## src/rtl/note_match_multilane.sv

```systemverilog
// Per-lane note matcher: keeps a past and a future note slot per fret lane, pairs each press
// with the nearer slot, grades the timing error and reports misses and stray presses.
module note_match_multilane #(
    parameter int LANES       = 5,
    parameter int TIME_W      = 16,
    parameter int TIMEOUT     = 100,
    parameter int PERFECT_WIN = 5,
    parameter int GOOD_WIN    = 15
) (
    input  logic                    clk,
    input  logic                    rst_n,
    input  logic                    clear,
    input  logic [TIME_W-1:0]       song_time,
    input  logic [LANES-1:0]        note_edge,
    input  logic [LANES*TIME_W-1:0] note_time,
    input  logic [LANES-1:0]        note_available,
    output logic [LANES-1:0]        note_request,
    output logic [LANES-1:0]        match_valid,
    output logic [LANES*TIME_W-1:0] match_time,
    output logic [LANES*2-1:0]      match_grade,
    output logic [LANES-1:0]        match_late,
    output logic [LANES-1:0]        miss_pulse,
    output logic [LANES-1:0]        stray_pulse
);

    typedef enum logic [1:0] {
        GRADE_NONE    = 2'b00,
        GRADE_OK      = 2'b01,
        GRADE_GOOD    = 2'b10,
        GRADE_PERFECT = 2'b11
    } grade_e;

    localparam logic [TIME_W-1:0] TIMEOUT_T = TIME_W'(TIMEOUT);
    localparam logic [TIME_W-1:0] PERFECT_T = TIME_W'(PERFECT_WIN);
    localparam logic [TIME_W-1:0] GOOD_T    = TIME_W'(GOOD_WIN);
    localparam logic [TIME_W:0]   TIMEOUT_X = (TIME_W+1)'(TIMEOUT);

    for (genvar i = 0; i < LANES; i++) begin : g_lane
        logic [TIME_W-1:0] past_t, fut_t;
        logic              past_v, fut_v;

        logic              req_q, mv_q, late_q, miss_q, stray_q;
        logic [TIME_W-1:0] mt_q;
        grade_e            mg_q;

        logic [TIME_W-1:0] lane_note_t, dp, df, err;
        logic              pick_past, hit, take_past, take_fut;
        logic              expire, shift, past_keep, fetch, fut_v_nx;
        grade_e            grade;

        // NOTE: every signal written here gets a default at the top of the block, so no
        // path through the block leaves a value undriven and no latch is inferred.
        always_comb begin
            lane_note_t = note_time[i*TIME_W +: TIME_W];
            dp          = song_time - past_t;
            df          = fut_t - song_time;
            pick_past   = past_v && (!fut_v || dp <= df);
            err         = pick_past ? dp : df;
            hit         = note_edge[i] && (pick_past || fut_v) && (err <= TIMEOUT_T);
            take_past   = hit && pick_past;
            take_fut    = hit && !pick_past;

            // A slot taken by a press this cycle can neither expire nor shift.
            expire    = past_v && !take_past
                        && ({1'b0, song_time} > ({1'b0, past_t} + TIMEOUT_X));
            shift     = fut_v && !take_fut && (song_time > fut_t);
            past_keep = past_v && !take_past && !expire;

            // Request is only high while the future slot is empty, so a fetch never
            // collides with a shift or with a press taking the future note.
            fetch    = req_q && note_available[i];
            fut_v_nx = fetch || (fut_v && !take_fut && !shift);

            grade = GRADE_NONE;
            if (err <= PERFECT_T)   grade = GRADE_PERFECT;
            else if (err <= GOOD_T) grade = GRADE_GOOD;
            else                    grade = GRADE_OK;
        end

        // NOTE: state is updated with non-blocking assignments so every register samples
        // the values from before this edge, independent of statement order.
        always_ff @(posedge clk or negedge rst_n) begin
            if (!rst_n) begin
                past_t  <= '0;
                fut_t   <= '0;
                past_v  <= 1'b0;
                fut_v   <= 1'b0;
                req_q   <= 1'b0;
                mv_q    <= 1'b0;
                mt_q    <= '0;
                mg_q    <= GRADE_NONE;
                late_q  <= 1'b0;
                miss_q  <= 1'b0;
                stray_q <= 1'b0;
            end else if (clear) begin
                past_t  <= '0;
                fut_t   <= '0;
                past_v  <= 1'b0;
                fut_v   <= 1'b0;
                req_q   <= 1'b0;
                mv_q    <= 1'b0;
                mt_q    <= '0;
                mg_q    <= GRADE_NONE;
                late_q  <= 1'b0;
                miss_q  <= 1'b0;
                stray_q <= 1'b0;
            end else begin
                mv_q    <= hit;
                mt_q    <= hit ? (pick_past ? past_t : fut_t) : '0;
                mg_q    <= hit ? grade : GRADE_NONE;
                late_q  <= take_past;
                stray_q <= note_edge[i] && !hit;
                // Expiry and a shift-induced loss in the same cycle report a single miss.
                miss_q  <= expire || (shift && past_keep);

                if (shift) begin
                    past_t <= fut_t;
                    past_v <= 1'b1;
                end else if (!past_keep) begin
                    past_v <= 1'b0;
                end

                if (fetch) fut_t <= lane_note_t;
                fut_v <= fut_v_nx;
                req_q <= !fut_v_nx;
            end
        end

        assign note_request[i]              = req_q;
        assign match_valid[i]               = mv_q;
        assign match_time[i*TIME_W +: TIME_W] = mt_q;
        assign match_grade[i*2 +: 2]        = mg_q;
        assign match_late[i]                = late_q;
        assign miss_pulse[i]                = miss_q;
        assign stray_pulse[i]               = stray_q;
    end

endmodule

```

## config.mk

```make
export PLATFORM = sky130hd
export DESIGN_NAME = note_match_multilane
export DESIGN_NICKNAME = d
export VERILOG_FILES = /design/src/rtl/note_match_multilane.sv
export SDC_FILE = /design/constraint.sdc
export NUM_CORES = 1
export LEC_CHECK = 0
export CORE_MARGIN = 2
export CORE_UTILIZATION = 40
export CTS_CLUSTER_DIAMETER = 50
export DETAILED_ROUTE_END_ITERATION = 6
export PLACE_DENSITY = 0.72
export SYNTH_ARGS = -nofsm -noshare
export SYNTH_HDL_FRONTEND = slang
export SYNTH_SLANG_ARGS = --single-unit
```

## constraint.sdc

```tcl
create_clock -name clk -period 5.15 [get_ports clk]
set_input_delay 0.7725 -clock clk [delete_from_list [all_inputs] [get_ports clk]]
set_output_delay 0.7725 -clock clk [all_outputs]
set_load 0.01 [all_outputs]
```

==> impl_metrics.tcl, run 1 <==
set metrics [dict create \
    slew_viol_final 0 \
    seq_area_frac_synth_pct 28.97 \
    hold-worst-slack_ns 0.1253 \
    syn_area_per_cell_sq_um 8.682 \
    hold_class "input port to async pin" \
    synthesis.nets 3264 \
    core_area_sq_um 60580 \
    status "complete, but fails checks" \
    cts.path.max_buffers 3 \
    cts_tree "yes" \
    synth_ff_type "dfrtp_1" \
    grt_pass1_vias 25031 \
    maxCapViolations 0 \
    tns_ns -3.118 \
    cp-end-kind "flop" \
    peakVddDrop_uv 201.6 \
    report.final.setup_viol 74 \
    power_leakage_nw 16.27 \
    fillCellCount 5009 \
    drc 0 \
    crit_family "simple AND/OR/NAND/NOR gates" \
    numCtsBuffers 44 \
    htree_levels 2 \
    synth_cells 2835 \
    worstSetupPathType "input port to flop" \
    critical_path_arrival_ns 5.82 \
    power_density_nw_per_um2 220.8 \
    cpMostUsedCell "or4_4" \
    path_buf_inv 6 \
    viasPerCell 5.646 \
    ant_nets 0 \
    die_area_sq_um 63540 \
    place.gp.congestion 0.9636 \
    critPathMaxFanout 7 \
    overflow 0 \
    die_y_um 252.1 \
    netlist_top_cells_count "310 x ha_1, 285 x dfrtp_1, 257 x nand2_1" \
    relSlewSlack_pct 21.05 \
    syn_to_final_growth_pct 47.35 \
    clk_latency_ns 0.59 \
    wirelength_mm 91.53 \
    wl_per_cell_um 20.17 \
    synth_edf_count 0 \
    fin_cells 4537 \
    slowest_delay_ns 0.51 \
    nets 4148 \
    drt_iter0_drc 1930 \
    dr.pass1.iters 6 \
    synth.distinct_cells 88 \
    grt_pass1_wl_mm 138.7 \
    fin_crit_sh_pct 102.8 \
    cts.clk_slew.worst_paths_ns 0.06 \
    synth-seq-cells 285 \
    syn_area_sq_um 24610 \
    power_w 0.008009 \
    placementRows 90 \
    synth.most_common_cell "ha_1" \
    vias 25614 \
    io_buffers 223 \
    violations "setup timing" \
    pin_count 224 \
    synth_top_area_share_pct 28.97 \
    fin_util_pct 59.87 \
    setup_ws_ns -0.1448 \
    chipWidth_um 252.1 \
    rsz0062_at_grt "yes" \
    root_buffer "clkbuf_16" \
    dpl.cell_count 4371 \
    yosysWarnings 0 \
    skew_ns 0.02333 \
    layout-drive-gt1-share_pct 29.12 \
    synth.area.top_cells "dfrtp_1 29%, ha_1 16%, a21oi_1 4.7%" \
    hold_viol 0 \
    finalCriticalPeriod_ns 5.295 \
    grt_max_degree 118 \
    synth_largest_area_cell "dfrtp_1" \
    groute.usage.overall_pct 27.88 \
    initial_core_util_pct 40.63 \
    tightest_slew_ns 1.180 \
    max_freq_mhz 188.9 \
    critPathRequiredTime_ns 5.67 \
    worstSetupStartpointType "input port" \
    clock_sinks 285 \
    antenna_found_initial 0 \
    async_flop_share_pct 100.0 \
    dp_hpwl_mm 69.29 \
    slowest_stage "or4_4" \
    crit_path_cell_trace "buf_8 > clkinvlp_4 > buf_4 > buf_6 > fa_2 > nor2b_2 > o21ai_2 > a21oi_2 > or4_4 > a2111oi_4 > or3_4 > o311ai_4 > ha_1 > nand4_1 > or3_4 > o21ai_2 > a22oi_2 > or4_4 > or4_4 > o31ai_4 > nand3_4 > buf_8 > inv_1 > and2_1" \
]
==> worst paths after layout <==
kind	start	end	slack [ns]	depth (start not counted)
setup / recovery	song_time[1]	g_lane[1].mg_q[1]	-0.14	24
hold / removal	rst_n	g_lane[2].mv_q	0.13	1
setup reg to reg	g_lane[1].past_t[2]	g_lane[1].mg_q[1]	-0.03	21
hold reg to reg	g_lane[4].past_t[11]	g_lane[4].mt_q[11]	0.53	2
max in group asynchronous	rst_n	g_lane[0].past_t[1]	3.91	2
min in group clk	g_lane[4].past_t[11]	g_lane[4].mt_q[11]	0.53	2
==> metrics by stage <==
| stage | area, sq um | setup WS (ns) |
|---|---|---|
| finish | 36270 | -0.1448 |
| global route | 36270 | -0.2670 |
| CTS | 34910 | 0.0007665 |
| detailed placement | 32390 | -1.441 |
| global placement | 32390 | -1.227 |
| floorplan | 24760 | -0.1842 |
==> state kept, by name (all words and copies together), names as in the netlist, 10 cells and up <==
signal and cells:
g_lane.fut_t 80, g_lane.mt_q 80, g_lane.past_t 80, g_lane.mg_q 10
==> cells in the final DEF, fill, tap and decap left out, types with 18 or more instances in the layout <==
master,instances
buf_4,656
dfrtp_1,283
ha_1,277
nand2_1,256
clkdlybuf4s50_1,208
a21oi_1,182
inv_1,181
nor2_1,159
xnor2_1,104
a21o_1,96
nand3_1,94
a22o_1,93
o21ai_0,89
mux2i_1,65
a21oi_2,52
clkbuf_16,47
o21a_1,46
nand4_1,46
xor2_1,41
nor2b_1,41
nor3_1,41
buf_6,40
nand2b_1,33
ha_4,29
o211ai_1,27
o31a_1,24
and3_1,22
buf_12,19
o22ai_1,18
==> cell type report <==
type / count / area, sq um / share of cell area (%)
sequential: 285 / 7134 / 19.67
multi-input combinational: 2247 / 17740 / 48.92
clock buffer: 50 / 1186 / 3.270
inverter: 195 / 765.7 / 2.111
tap: 782 / 978.4 / 2.698
timing repair buffer: 946 / 8093 / 22.31
antenna: 2 / 5.005 / 0.01380
clock inverter: 30 / 366.6 / 1.011
==> routing by layer <==
metal | wire, um | track usage, % | vias up
met5 | 0 | 0 | -
met4 | 4016 | 11.72 | 0
met3 | 5536 | 4.137 | 190
met2 | 41830 | 45.03 | 857
met1 | 40140 | 37.26 | 12386
li1 | - | - | 12181
==> power by group <==
part           internal, W  total (W)  switching (W)
clock              0.00190    0.00316        0.00125
sequential         0.00228    0.00235      0.0000668
combinational      0.00122    0.00250        0.00128
total              0.00541    0.00801        0.00260
==> timing repair <==
| item | in CTS | in global routing |
|---|---|---|
| cloned | 2 | 4 |
| hold buffers | 0 | 0 |
| setup endpoints to repair | 205 | 202 |
| pin swaps | 60 | 124 |
| setup buffers | 43 | 40 |
| gates resized for setup | 144 | 248 |
==> logic make-up (layout without fill, tap and decap cells) <==
group | Yosys count | after routing | share of synthesized area (%)
AOI/OAI and AO/OA | 847 | 847 | 23.80
xor gates and xnor gates | 149 | 149 | 5.302
adders and majority gates | 320 | 320 | 16.57
buffers and inverters | 303 | 1221 | 5.190
DFF | 285 | 285 | 28.97
muxes | 68 | 68 | 2.765
other | 0 | 2 | 0
and+or+nand+nor | 863 | 863 | 17.39
Note: power is estimated with default switching activity, not from simulation.
==> run 2, diff against run 1 <==
- CTS_CLUSTER_SIZE: not set -> 16
==> run 2 against run 1 <==
Largest cell class unchanged. Critical path depth stayed put. The run still ends with setup timing left. Register-to-register slack worse by 0.03 ns. Highest routed layer is now met5. Largest power group unchanged. Worst setup slack better by 0.070 ns.
==> impl_metrics.tcl, run 2 (synthesis results as in run 1) <==
set metrics [dict create \
    crit_path_cell_trace "buf_8 > clkinvlp_4 > buf_6 > buf_12 > ha_4 > fa_2 > nor2b_2 > o31a_1 > or4_4 > a31o_1 > a21oi_2 > o31ai_2 > xor2_1 > ha_1 > nand4_1 > nor4_4 > a22oi_2 > a2111oi_2 > nand4_1 > or4bb_1 > o41a_4 > nor4_4 > buf_6 > a22o_1" \
    tightest_slew_ns 1.155 \
    timing.rr.end "g_lane[1].past_t[9]" \
    htree_levels 2 \
    pwr-share-clk_pct 37.2 \
    slew_viol_final 0 \
    rr_startpoint "g_lane[1].fut_t[0]" \
    cts-hold-fix-buffers 0 \
    drt_iter0_drc 2202 \
    drc 0 \
    violations "setup timing" \
    wirelength_mm 93.50 \
    nets 4170 \
    setup_ws_ns -0.07510 \
    dpl.cell_count 4371 \
    dp_hpwl_mm 69.29 \
    grt_pass1_wl_mm 139.1 \
    cp_num_cells 24 \
    die_area_sq_um 63540 \
    hold_class "input port to async pin" \
    pin_count 224 \
    crit_family "simple AND/OR/NAND/NOR gates" \
    finalCriticalPeriod_ns 5.225 \
    root_buffer "clkbuf_16" \
    clock_sinks 285 \
    io_buffers 223 \
    rrSetupSlack_ns -0.06 \
    path_buf_inv 5 \
    viasPerCell 5.691 \
    placementRows 90 \
    groute.usage.overall_pct 27.95 \
    cts.clk_slew.worst_paths_ns 0.07 \
    worstSetupPathType "input port to flop" \
    startpoint "song_time[0]" \
    peakVddDrop_uv 199.7 \
    grt_max_degree 118 \
    diodes 0 \
    initial_core_util_pct 40.63 \
    critPathRequiredTime_ns 5.66 \
    cts_tree "yes" \
    cts.path.max_buffers 3 \
    worstSetupStartpointType "input port" \
    final_common_cell "buf_4" \
    maxCapViolations 0 \
    die_y_um 252.1 \
    status "complete, but fails checks" \
    overflow 0 \
    layout-drive-gt1-share_pct 31.15 \
    relSlewSlack_pct 22.72 \
    fin_cells 4554 \
    critPathMaxFanout 7 \
    power_density_nw_per_um2 212.5 \
    place.gp.congestion 0.9636 \
    rsz0062_at_grt "yes" \
    slowest_delay_ns 0.55 \
    top_regs "g_lane.fut_t (80), g_lane.mt_q (80), g_lane.past_t (80)" \
    pwr-share-comb_pct 32.8 \
    power_leakage_nw 16.46 \
    critical_path_arrival_ns 5.74 \
    fin_crit_sh_pct 101.5 \
    cp-end-kind "flop" \
    p_switching_w 0.002682 \
    numCtsBuffers 40 \
    max_freq_mhz 191.4 \
    slowest_stage "or4bb_1" \
    ant_nets 0 \
    grt_pass1_vias 25149 \
    p_sw_share_pct 34.18 \
    report.final.setup_viol 60 \
    fillCellCount 4904 \
    vias 25917 \
    clk_latency_ns 0.58 \
    dr.pass1.iters 6 \
    antenna_found_initial 2 \
    skew_ns 0.02425 \
    chipWidth_um 252.1 \
    core_area_sq_um 60580 \
    hold_viol 0 \
    wl_per_cell_um 20.53 \
    seq_power_share_pct 29.9 \
    intPower_w 0.005163 \
    syn_to_final_growth_pct 49.95 \
    reg2reg_depth 25 \
    final_cell_mix "666 x buf_4, 284 x dfrtp_1, 271 x ha_1" \
    dp_slack_ns -1.441 \
]
## run 2: cell type report
cell class | instances | area, sq um | share of cell area (%)
Clock buffer | 45 | 1062 | 2.878
Sequential cell | 285 | 7133 | 19.33
Multi-Input combinational cell | 2247 | 18190 | 49.28
Timing Repair Buffer | 972 | 8431 | 22.84
Inverter | 195 | 770.7 | 2.088
Clock inverter | 28 | 346.6 | 0.9390
Tap cell | 782 | 978.4 | 2.651
## run 2: routing by layer
metal | part of all wire (%) | vias to the layer above | routed length (um) | GRT usage [%]
li1 | - | 12227 | - | -
met4 | 5.1 | 2 | 4759 | 12.48
met5 | 0.012 | - | 11 | 0
met1 | 43 | 12466 | 39900 | 37.02
met2 | 45 | 972 | 42530 | 44.92
met3 | 6.7 | 250 | 6293 | 4.508
## run 2: worst max path at each step
stage,slack [ns],to
after floorplan,-0.18,g_lane[1].mt_q[12]
after global placement,-1.23,g_lane[3].past_t[2]
after detailed placement,-1.44,g_lane[3].past_t[7]
after CTS,-0.01,g_lane[1].mg_q[1]
after global routing,-0.29,g_lane[1].past_t[1]
final,-0.08,g_lane[0].mt_q[2]
## run 2: power groups by stage
stage | registers, W | clock network (W) | logic (W)
3_3_place_gp | 0.00238 | 0 | 0.00218
3_5_place_dp | 0.00238 | 0 | 0.00221
4_1_cts | 0.00234 | 0.00295 | 0.00234
2_1_floorplan | 0.00236 | 0 | 0.00121
5_1_grt | 0.00235 | 0.00305 | 0.00281
6_report | 0.00235 | 0.00292 | 0.00258
## run 2: per-stage QoR
step | TNS [ns] | hold WS [ns] | cell area [sq um] | total power [W] | util [%]
after global routing | -27.50 | 0.1803 | 36910 | 0.008207 | 60.93
after detailed placement | -237.38 | 0.5238 | 32390 | 0.004593 | 53.47
after floorplan | -3.517 | 0.4653 | 24760 | 0.003564 | -
after global placement | -219.50 | 0.5179 | 32390 | 0.004560 | 53.47
after CTS | -0.03727 | 0.1665 | 35010 | 0.007634 | 57.80
final | -1.853 | 0.1376 | 36910 | 0.007845 | 60.93
## run 2: repair_timing
item / CTS / global route
setup buffers: 58 / 46
gates cloned: 5 / 8
pin swaps: 82 / 110
gates resized for setup: 199 / 305
endpoints found under the setup margin: 205 / 203
## run 2: worst reg2reg max path, cell delays in order, from the launching register on
cell       delay [ns]
dfrtp_1          0.43
inv_1            0.12
ha_4             0.15
fa_2             0.21
nor2b_1          0.06
o31a_1           0.32
buf_4            0.15
o31ai_4          0.21
a211oi_2         0.11
o21a_1           0.19
or2_2            0.29
ha_1             0.29
nand4_1          0.09
or3_4            0.41
buf_6            0.14
a21oi_4          0.13
nor2_4           0.06
a22oi_2          0.18
buf_4            0.16
buf_6            0.10
buf_12           0.09
nand4_1          0.08
or4b_4           0.65
clkbuf_16        0.20
a21o_1           0.19
a21oi_2          0.13
